===== src/rtl/inst_loader.sv =====
// Instruction loader: assembles a little-endian byte stream into 32-bit
// words, writes them to instruction memory, then releases the CPU reset.
module inst_loader #(
  parameter int ADDR_W = 8
) (
  input  logic              clk,
  input  logic              rst_n,
  input  logic              start,
  input  logic              in_valid,
  input  logic [7:0]        in_data,
  input  logic              in_last,
  output logic              in_ready,
  output logic              imem_we,
  output logic [ADDR_W-1:0] imem_addr,
  output logic [31:0]       imem_wdata,
  output logic              cpu_rst_n,
  output logic              busy,
  output logic              done,
  output logic              err,
  output logic [ADDR_W:0]   load_words
);

  typedef enum logic [1:0] {
    IDLE = 2'd0,
    LOAD = 2'd1,
    DONE = 2'd2,
    ERR  = 2'd3
  } state_t;

  state_t state, state_nx;

  logic [1:0]        byte_cnt;
  logic [ADDR_W-1:0] word_cnt;
  logic [23:0]       asm_buf;
  logic              xfer;
  logic              word_end;
  logic              at_top;
  logic              enter_load;

  assign in_ready   = (state == LOAD);
  assign busy       = (state == LOAD);
  assign done       = (state == DONE);
  assign err        = (state == ERR);
  assign xfer       = in_valid & in_ready;
  assign word_end   = xfer & (byte_cnt == 2'd3);
  assign at_top     = &word_cnt;
  assign enter_load = (state != LOAD) & (state_nx == LOAD);

  always_ff @(posedge clk or negedge rst_n) begin
    if (!rst_n) begin
      state <= IDLE;
    end else begin
      state <= state_nx;
    end
  end

  // in_last wins over overflow: a program that exactly fills memory is good
  always_comb begin
    state_nx = state;
    unique case (state)
      IDLE: begin
        if (start) state_nx = LOAD;
      end
      LOAD: begin
        if (xfer && in_last) begin
          state_nx = (byte_cnt == 2'd3) ? DONE : ERR;
        end else if (word_end && at_top) begin
          state_nx = ERR;
        end
      end
      DONE: begin
        if (start) state_nx = LOAD;
      end
      ERR: begin
        if (start) state_nx = LOAD;
      end
      default: state_nx = IDLE;
    endcase
  end

  always_ff @(posedge clk or negedge rst_n) begin
    if (!rst_n) begin
      byte_cnt   <= 2'd0;
      word_cnt   <= '0;
      asm_buf    <= 24'd0;
      load_words <= '0;
      imem_we    <= 1'b0;
      imem_addr  <= '0;
      imem_wdata <= 32'd0;
      cpu_rst_n  <= 1'b0;
    end else begin
      imem_we   <= word_end;
      cpu_rst_n <= (state == DONE) && (state_nx == DONE);
      if (enter_load) begin
        byte_cnt   <= 2'd0;
        word_cnt   <= '0;
        asm_buf    <= 24'd0;
        load_words <= '0;
      end else if (xfer) begin
        byte_cnt <= byte_cnt + 2'd1;
        unique case (byte_cnt)
          2'd0: asm_buf[7:0]   <= in_data;
          2'd1: asm_buf[15:8]  <= in_data;
          2'd2: asm_buf[23:16] <= in_data;
          2'd3: begin
            imem_wdata <= {in_data, asm_buf};
            imem_addr  <= word_cnt;
            word_cnt   <= word_cnt + {{(ADDR_W-1){1'b0}}, 1'b1};
            load_words <= load_words + {{ADDR_W{1'b0}}, 1'b1};
          end
          default: ;
        endcase
      end
    end
  end

endmodule


===== config.mk =====
export PLATFORM = sky130hd
export DESIGN_NAME = inst_loader
export DESIGN_NICKNAME = d
export VERILOG_FILES = /design/src/rtl/inst_loader.sv
export SDC_FILE = /design/constraint.sdc
export NUM_CORES = 1
export LEC_CHECK = 0
export CORE_AREA = 2 2 118 120
export CTS_BUF_LIST = sky130_fd_sc_hd__clkbuf_8
export CTS_CLUSTER_DIAMETER = 40
export DETAILED_ROUTE_END_ITERATION = 7
export DIE_AREA = 0 0 120 122
export HOLD_SLACK_MARGIN = 0.15
export PLACE_DENSITY = 0.46
export SLEW_MARGIN = 10
export SYNTH_ARGS = -nofsm -noshare
export SYNTH_HDL_FRONTEND = slang
export SYNTH_SLANG_ARGS = --single-unit

===== constraint.sdc =====
create_clock -name clk -period 1.9 [get_ports clk]
set_clock_uncertainty 0.15 [all_clocks]
set_input_delay 0.19 -clock clk [delete_from_list [all_inputs] [get_ports clk]]
set_output_delay 0.19 -clock clk [all_outputs]
set_load 0.01 [all_outputs]

# After elaboration in Yosys (flattened, before gate mapping)
# Cells that the tools add are included.
# classes
n_addsub	3
n_mul	0
n_div	0
order_cmp	0
n_eq_ne	9
n_shift	0
muxes	18
bitwise	4
n_reduce_logical	17
# op_table
op	n
$mux 24	2
$mux 8	6
$mux 9	3
$eq 2x2->1 const B	5
$mux 2	5
$reduce_bool 2->1	5
$add 9x1->9 const B	1
$add 8x1->8 const B	1
$reduce_and 2->1	4
$reduce_and 8->1	1
$eq 2x1->1 const B	3
$logic_not 2->1	2
$pmux 2 s2	1
$and 1x1->1	3
$logic_and 1x1->1	3
$reduce_and 3->1	1
$reduce_or 3->1	1
$add 2x1->2 const B	1
$ne 2x1->1 const B	1
$mux 1	1
$not 1->1	1
# totals
reg_bits	87
latch_bits	0
ram_bits	0
rom_bits	0
in_bits	13
elab_cells	62
memories	0

# Depth between registers and ports, before layout
# Gate-level depths: netlist of run 1.
# depth
depth_word	11
ltp_mapped	6
depth_no_buf	5

# Worst setup path after synthesis of run 1
# No wires, ideal clock.
# synth_path
kind	register to register
startpoint	register byte_cnt[0]
endpoint	register imem_addr[7]
setup_ns	0.125
arrival_time_ns	1.441
setup_slack_ns	0.184
path_stages_with_launch	6
path_cell_list	dfrtp_1 ha_1 nand4b_1 buf_2 buf_2 mux2_2
# synth_via
elab_chain_len	10
word_cells_on_any_way	11
cone_classes	eq/ne (2); mux (4); bitwise (3); reduce/logical (2)
# synth_lines
item	line	source
start: declaration	32	logic [1:0] byte_cnt;
start signal: assignment	100	byte_cnt <= byte_cnt + 2'd1;
$eq 2x2->1 (*)	45, 66, 101	
$and 1x1->1	45	assign word_end = xfer & (byte_cnt == 2'd3);
$logic_and 1x1->1	67	end else if (word_end && at_top) begin
$mux 2	67	
$mux 2	65	if (xfer && in_last) begin
$pmux 2 s2	60	unique case (state)
$eq 2x1->1	47	assign enter_load = (state != LOAD) & (state_nx == LOAD);
$and 1x1->1	47	
$not 1->1 (no source line)	--	
$reduce_and 3->1 (no source line) (*)	--	
end signal: assignment	107	imem_addr <= word_cnt;
end: declaration	14	output logic [ADDR_W-1:0] imem_addr,
# Mark *: on every way between the ends. The rest lies on a longest branch, timed or not.
# A chain may end at the register's enable or synchronous reset.

# Worst setup path after layout of run 1
# layout_path
startpoint	register state[1]
endpoint	register word_cnt[5]
# layout_via
elab_chain_len	11
word_cells_on_any_way	20
cone_classes	eq/ne (5); mux (5); bitwise (3); reduce/logical (7)
# layout_lines
item	line	source
start: declaration	30	state_t state, state_nx;
start signal: assignment	53	state <= state_nx;
$eq 2x1->1	40, 60	
$and 1x1->1	44	assign xfer = in_valid & in_ready;
$and 1x1->1	45	
$logic_and 1x1->1	67	
$mux 2	67	
$mux 2	65	
$pmux 2 s2	60	
$eq 2x1->1	47	
$and 1x1->1	47	
$reduce_bool 2->1 (no source line)	--	
$reduce_and 2->1 (no source line)	--	
end signal: assignment	108	word_cnt <= word_cnt + {{(ADDR_W-1){1'b0}}, 1'b1};
end: declaration	33	logic [ADDR_W-1:0] word_cnt;
# Several ways; a longest one is shown, not always the timed one.

==> metrics, run 1 <==
Die Y=between 100 and 150 um; run status=complete, no violations; DRT iter0 DRCs=approximately 60; TritonCTS buffer count=9; RSZ-0062 raised after global routing=no; met3 Track Usage GR=between 3 and 4%; crit path capture type=flip-flop; IR drop worst, VDD=582 uV; Final setup viols=0; CTS max path bufs=2; global routing usage on met1=between 15 and 20%; critical path startpoint category=flip-flop; clk root buf=clkbuf_8; WHS=243 ps; row count=43; final WL=8.80 mm; DIE AREA=roughly 15000 um^2; Initial Util=a little over a quarter; initial antenna violation count=0; sequential area share after synthesis=between 50% and 60%; max_cap viols=0; Required @ worst endpoint=just over 2000 ps; Layout area overhead=35.1%; CP max FO=13; overall routing resource usage=roughly an eighth; DR pass1 iterations=4; worst hold path type=input pin to asynchronous set/reset pin; #FFs+latches synth=between 80 and 90; per-cell routed wire length=between 10 and 15 um; H-tree depth=3; critical path class=flip-flop to flip-flop; DP HPWL=5.97 mm; CTS clk-pin slew, worst paths=approximately 90 ps; share of post-route cells with drive strength above 1=between 20% and 30%; GR Util met2=between 20% and 30%; routability cong.=~0.75; Synthesized Nets=around 340; Synth Instances=between 300 and 400; antenna-violating nets left=0; PortBufs=between 60 and 70; first-pass GRT wire length=around 15 mm; number of remaining DRC errors=0; crit path DAT=between 1500 and 2000 ps; leak pwr=between 2 and 2.5 nW; Synth warnings=0; Cell variety after synth=30; largest net degree at the start of global routing=48; Sinks on Clock Net=just under 90; worst skew pair latency=between 300 and 400 ps; core area=about 14000 um^2; Slew HR=~46%; Avg Inst Size Synth=around 12 um^2; setup TNS=0 ps; nets=approximately 430; Antenna diodes=0; fin. max-slew vios=0; Slew @ Worst Pin=around 800 ps; Die X=120 um; Tcrit/Tclk final=between 90% and 100%; Via Count=2672; CTS tree=done; Mapped Area=approximately 3700 um^2; fmax=between 500 and 600 MHz; final worst path period need=1790 ps; IO Count=68; busiest grt layer=met2; vias in the first global route=approximately 2800; final hold vios=0; Power Dens Cells=1220 nW/um^2; GR Overflow Total=0; Vias/cell=between 4 and 5
synth_stat cells:
| cell type | instances | area [um^2] |
|---|---|---|
| a21oi_1 | 37 | 185 |
| a32oi_1 | 1 | 8.76 |
| and2_1 | 1 | 6.26 |
| and3b_1 | 1 | 8.76 |
| and4b_1 | 3 | 30.0 |
| buf_1 | 2 | 7.51 |
| buf_2 | 11 | 55.1 |
| buf_4 | 2 | 15.0 |
| clkbuf_1 | 3 | 11.3 |
| dfrtp_1 | 87 | 2180 |
| ha_1 | 6 | 75.1 |
| inv_1 | 7 | 26.3 |
| mux2_2 | 39 | 439 |
| mux2i_1 | 4 | 40.0 |
| nand2_1 | 58 | 218 |
| nand2b_1 | 1 | 6.26 |
| nand3_1 | 2 | 10.0 |
| nand3b_1 | 1 | 7.51 |
| nand4_1 | 5 | 31.3 |
| nand4_2 | 1 | 12.5 |
| nand4b_1 | 4 | 35.0 |
| nor2_1 | 5 | 18.8 |
| nor2b_1 | 3 | 18.8 |
| nor3_1 | 2 | 10.0 |
| o21ai_0 | 10 | 50.1 |
| o21ai_1 | 1 | 5.00 |
| o31ai_1 | 6 | 45.0 |
| or3_1 | 6 | 37.5 |
| or4_1 | 6 | 45.0 |
| xor2_1 | 2 | 17.5 |
kinds of logic after synthesis:
group	share of synthesized area [%]
AO/OA/AOI/OAI	8.05
buffers and inverters	3.15
flip-flops	59.6
multiplexers	13.1
adder cells (fa/ha/maj)	2.05
XOR/XNOR	0.480
AND/OR/NAND/NOR	13.6
where the power goes:
group          switching [mW]  leakage, nW  internal [mW]  total [mW]
combinational           0.863        0.949           1.15        2.01
clock                   0.689        0.103          0.610        1.30
sequential              0.313         1.18           2.41        2.72
total                    1.87         2.23           4.16        6.03
final timing paths:
kind | cells after the start | slack [ps] | end | start
worst max-delay path | 5 | 110 | word_cnt[5] | state[1]
worst min-delay path | 3 | 240 | imem_wdata[6] | rst_n
worst max register to register | 5 | 110 | word_cnt[5] | state[1]
worst min register to register | 1 | 330 | load_words[8] | load_words[8]
max in group asynchronous | 3 | 170 | imem_wdata[25] | rst_n
min in group clk | 1 | 330 | load_words[8] | load_words[8]
timing repair:
| item | CTS | global route |
|---|---|---|
| endpoints found under the hold margin | 87 | 0 |
| endpoints found under the setup margin | 4 | 5 |
| resized for setup | 7 | 3 |
| hold buffers | 2 | 0 |
| setup buffers | 3 | 1 |
through the flow:
step                cell area, um^2  instances  util (%)  setup WS [ps]  total power, mW
floorplan                      3650        317         -            184             3.68
global placement               4670        569      34.6           18.4             4.74
detailed placement             4670        569      34.6           10.0             4.79
CTS                            4920        590      36.4           14.5             6.16
global route                   4930        591      36.5           3.92             6.48
finish                         4930        591      36.5            112             6.03
flip-flops by register name (all words and copies together) (netlist names):
signal      flops
asm_buf        24
imem_we         1
imem_addr       8
imem_wdata     32
load_words      9
state           2
cpu_rst_n       1
word_cnt        8
byte_cnt        2
area by class of cell:
class | instances | area, um^2
repair buffers | 96 | 935
fillers | 1347 | 8570
well taps | 180 | 225
clock inverters | 7 | 71.3
inverters | 7 | 26.3
multi-input cells | 205 | 1370
clock buffers | 9 | 124
flip-flops and latches | 87 | 2180
routing by layer:
metal / wire length (um) / share of wire [%]
met5: 0 / 0
met2: 4360 / 49
met1: 3930 / 45
met4: 143 / 1.6
met3: 373 / 4.2
placed cells by master, fill, tap and decap left out, types with 3 or more instances in the layout:
| master | n |
|---|---|
| nand4b_1 | 4 |
| inv_1 | 7 |
| ha_1 | 6 |
| and4b_1 | 3 |
| buf_4 | 24 |
| mux2_2 | 39 |
| or4_1 | 6 |
| a21oi_1 | 37 |
| nand2_1 | 58 |
| o31ai_1 | 6 |
| dfrtp_1 | 85 |
| nand4_1 | 5 |
| mux2i_1 | 4 |
| clkinv_2 | 3 |
| clkdlybuf4s50_1 | 62 |
| nor2_1 | 4 |
| clkbuf_8 | 9 |
| buf_12 | 3 |
| o21ai_0 | 10 |
| or3_1 | 6 |
worst max-delay path, cell delays in order, from the launching register on:
cell	delay, ps
dfrtp_2	440
buf_4	150
nand4b_1	180
buf_6	170
or4_1	490
a21oi_1	140
Power figures use the tool's default switching activity.
==> run 2, diff against run 1 <==
--- a/config.mk
+++ b/config.mk
@@ -5,13 +5,13 @@
 export SDC_FILE = /design/constraint.sdc
 export NUM_CORES = 1
 export LEC_CHECK = 0
-export CORE_AREA = 2 2 118 120
+export CORE_AREA = 2 2 106 108
 export CTS_BUF_LIST = sky130_fd_sc_hd__clkbuf_8
 export CTS_CLUSTER_DIAMETER = 40
 export DETAILED_ROUTE_END_ITERATION = 7
-export DIE_AREA = 0 0 120 122
+export DIE_AREA = 0 0 108 110
 export HOLD_SLACK_MARGIN = 0.15
-export PLACE_DENSITY = 0.46
+export PLACE_DENSITY = 0.55
 export SLEW_MARGIN = 10
 export SYNTH_ARGS = -nofsm -noshare
 export SYNTH_HDL_FRONTEND = slang
==> run 2 against run 1 <==
Compared with the run above: non-clock buffer count is 2 lower; critical path depth fell by 3; die area fell by 19%; core utilization increased by 9.0 points; largest power group unchanged; critical path type is now flip-flop to output port; sequential power hardly changed; worst setup slack lost 30 ps.
==> metrics, run 2 (synthesized netlist as in run 1, its figures left out) <==
Final setup viols=0; Die X=108 um; Die Y=110 um; crit path capture type=output port; max_cap viols=0; final worst slack=~80 ps; TritonCTS buffer count=9; antenna-violating nets left=0; Initial Util=between 30% and 40%; core area=~11000 um^2; IR drop worst, VDD=494 uV; final WL=between 8 and 9 mm; initial antenna violation count=0; IO Count=68; worst hold path type=input pin to asynchronous set/reset pin; nets=roughly 420; row count=38; Buf+Inv Stages, Crit Path=1; final hold vios=0; number of remaining DRC errors=0; DRT iter0 DRCs=63; Via Count=2642; worst skew pair latency=360 ps; Tcrit/Tclk final=95.7%; DR pass1 iterations=4; Largest regs=imem_wdata (32), asm_buf (24), load_words (9); crit path DAT=1480 ps; fmax=550 MHz; CTS max path bufs=2; Layout area overhead=33.4%; clk root buf=clkbuf_8; CTS tree=done; Top delay family on crit path=buffers and inverters; DP HPWL=about 5.6 mm; Required @ worst endpoint=~1600 ps; RSZ-0062 raised after global routing=no; Slew @ Worst Pin=around 430 ps; register with the most flip-flops=imem_wdata; per-cell routed wire length=approximately 15 um; run status=complete, no violations; final worst path period need=around 1800 ps; first-pass GRT wire length=approximately 13 mm; critical-path cell list=and2_1 > clkdlybuf4s50_1; DIE AREA=between 10000 and 15000 um^2; final core utilization=approximately 46%; most frequent cells in the layout=85 x dfrtp_1, 63 x clkdlybuf4s50_1, 58 x nand2_1, 39 x mux2_2, 36 x a21oi_1; slowest stage delay, CP=530 ps; max reg flops=32; PortBufs=67; Antenna diodes=0; Slew HR=roughly 70%; Sinks on Clock Net=between 80 and 90; vias in the first global route=around 2700; overall routing resource usage=about 15%; H-tree depth=3; critical path startpoint category=flip-flop; CP max FO=8; critical path class=flip-flop to output port; Power Dens Cells=approximately 1200 nW/um^2; leak pwr=around 2.2 nW; Vias/cell=slightly below 5; fin. max-slew vios=0; largest net degree at the start of global routing=37; slowest stage cell, crit path=clkdlybuf4s50_1; Setup WS pre-CTS=-2.53 ps; share of post-route cells with drive strength above 1=21.8%; commonest non-fill, non-tap cell in the layout=dfrtp_1; routability cong.=0.767; GR Overflow Total=0; Overall Power=a little over 6 mW; CTS clk-pin slew, worst paths=approximately 90 ps; setup TNS=0 ps
-- run 2: layout make-up --
type                       instances  area [um^2]
timing repair buffer              94          906
inverter                           7         26.3
clock buffer                      10          138
clock inverter                     6         75.1
multi-input combinational        205         1370
sequential                        87         2180
tap                              140          175
fill                            1037         5830
-- run 2: power breakdown --
| part | leakage, nW | internal, mW | switching (mW) |
|---|---|---|---|
| Sequential | 1.18 | 2.41 | 0.333 |
| Combinational | 0.933 | 1.10 | 0.833 |
| Clock | 0.105 | 0.664 | 0.707 |
| Total | 2.21 | 4.17 | 1.87 |
-- run 2: stage by stage --
step,hold WS (ps),instances,area [um^2]
after floorplan,-256,317,3650
after global placement,2.27,530,4620
after detailed placement,2.39,530,4620
after CTS,150,548,4850
after global routing,186,549,4870
final,151,549,4870
-- run 2: path summary, 6_finish.rpt --
kind	cells past startpoint	to	from	slack (ps)
worst max-delay path	2	err	state[1]	80
max in group asynchronous	3	state[1]	rst_n	800
min in group clk	3	asm_buf[21]	in_data[5]	340
worst min register to register	1	load_words[8]	load_words[8]	340
worst min-delay path	2	imem_wdata[17]	rst_n	150
worst max register to register	5	word_cnt[5]	byte_cnt[0]	110
-- run 2: repair_timing --
item / 4_1_cts / 5_1_grt
setup buffers: 1 / 1
gates cloned: 0 / 0
pin swaps: 0 / 1
setup endpoints to repair: 4 / 8
hold endpoints to repair: 87 / 0
resized for setup: 3 / 6
hold buffers: 1 / 0
-- run 2: layer usage --
| layer | wire [um] | vias up | GRT usage, % |
|---|---|---|---|
| met4 | 68 | 0 | 3.30 |
| met1 | 3780 | 1292 | 19.2 |
| met3 | 443 | 6 | 4.35 |
| met2 | 3750 | 65 | 23.8 |
| met5 | 0 | - | 0 |
| li1 | - | 1279 | - |
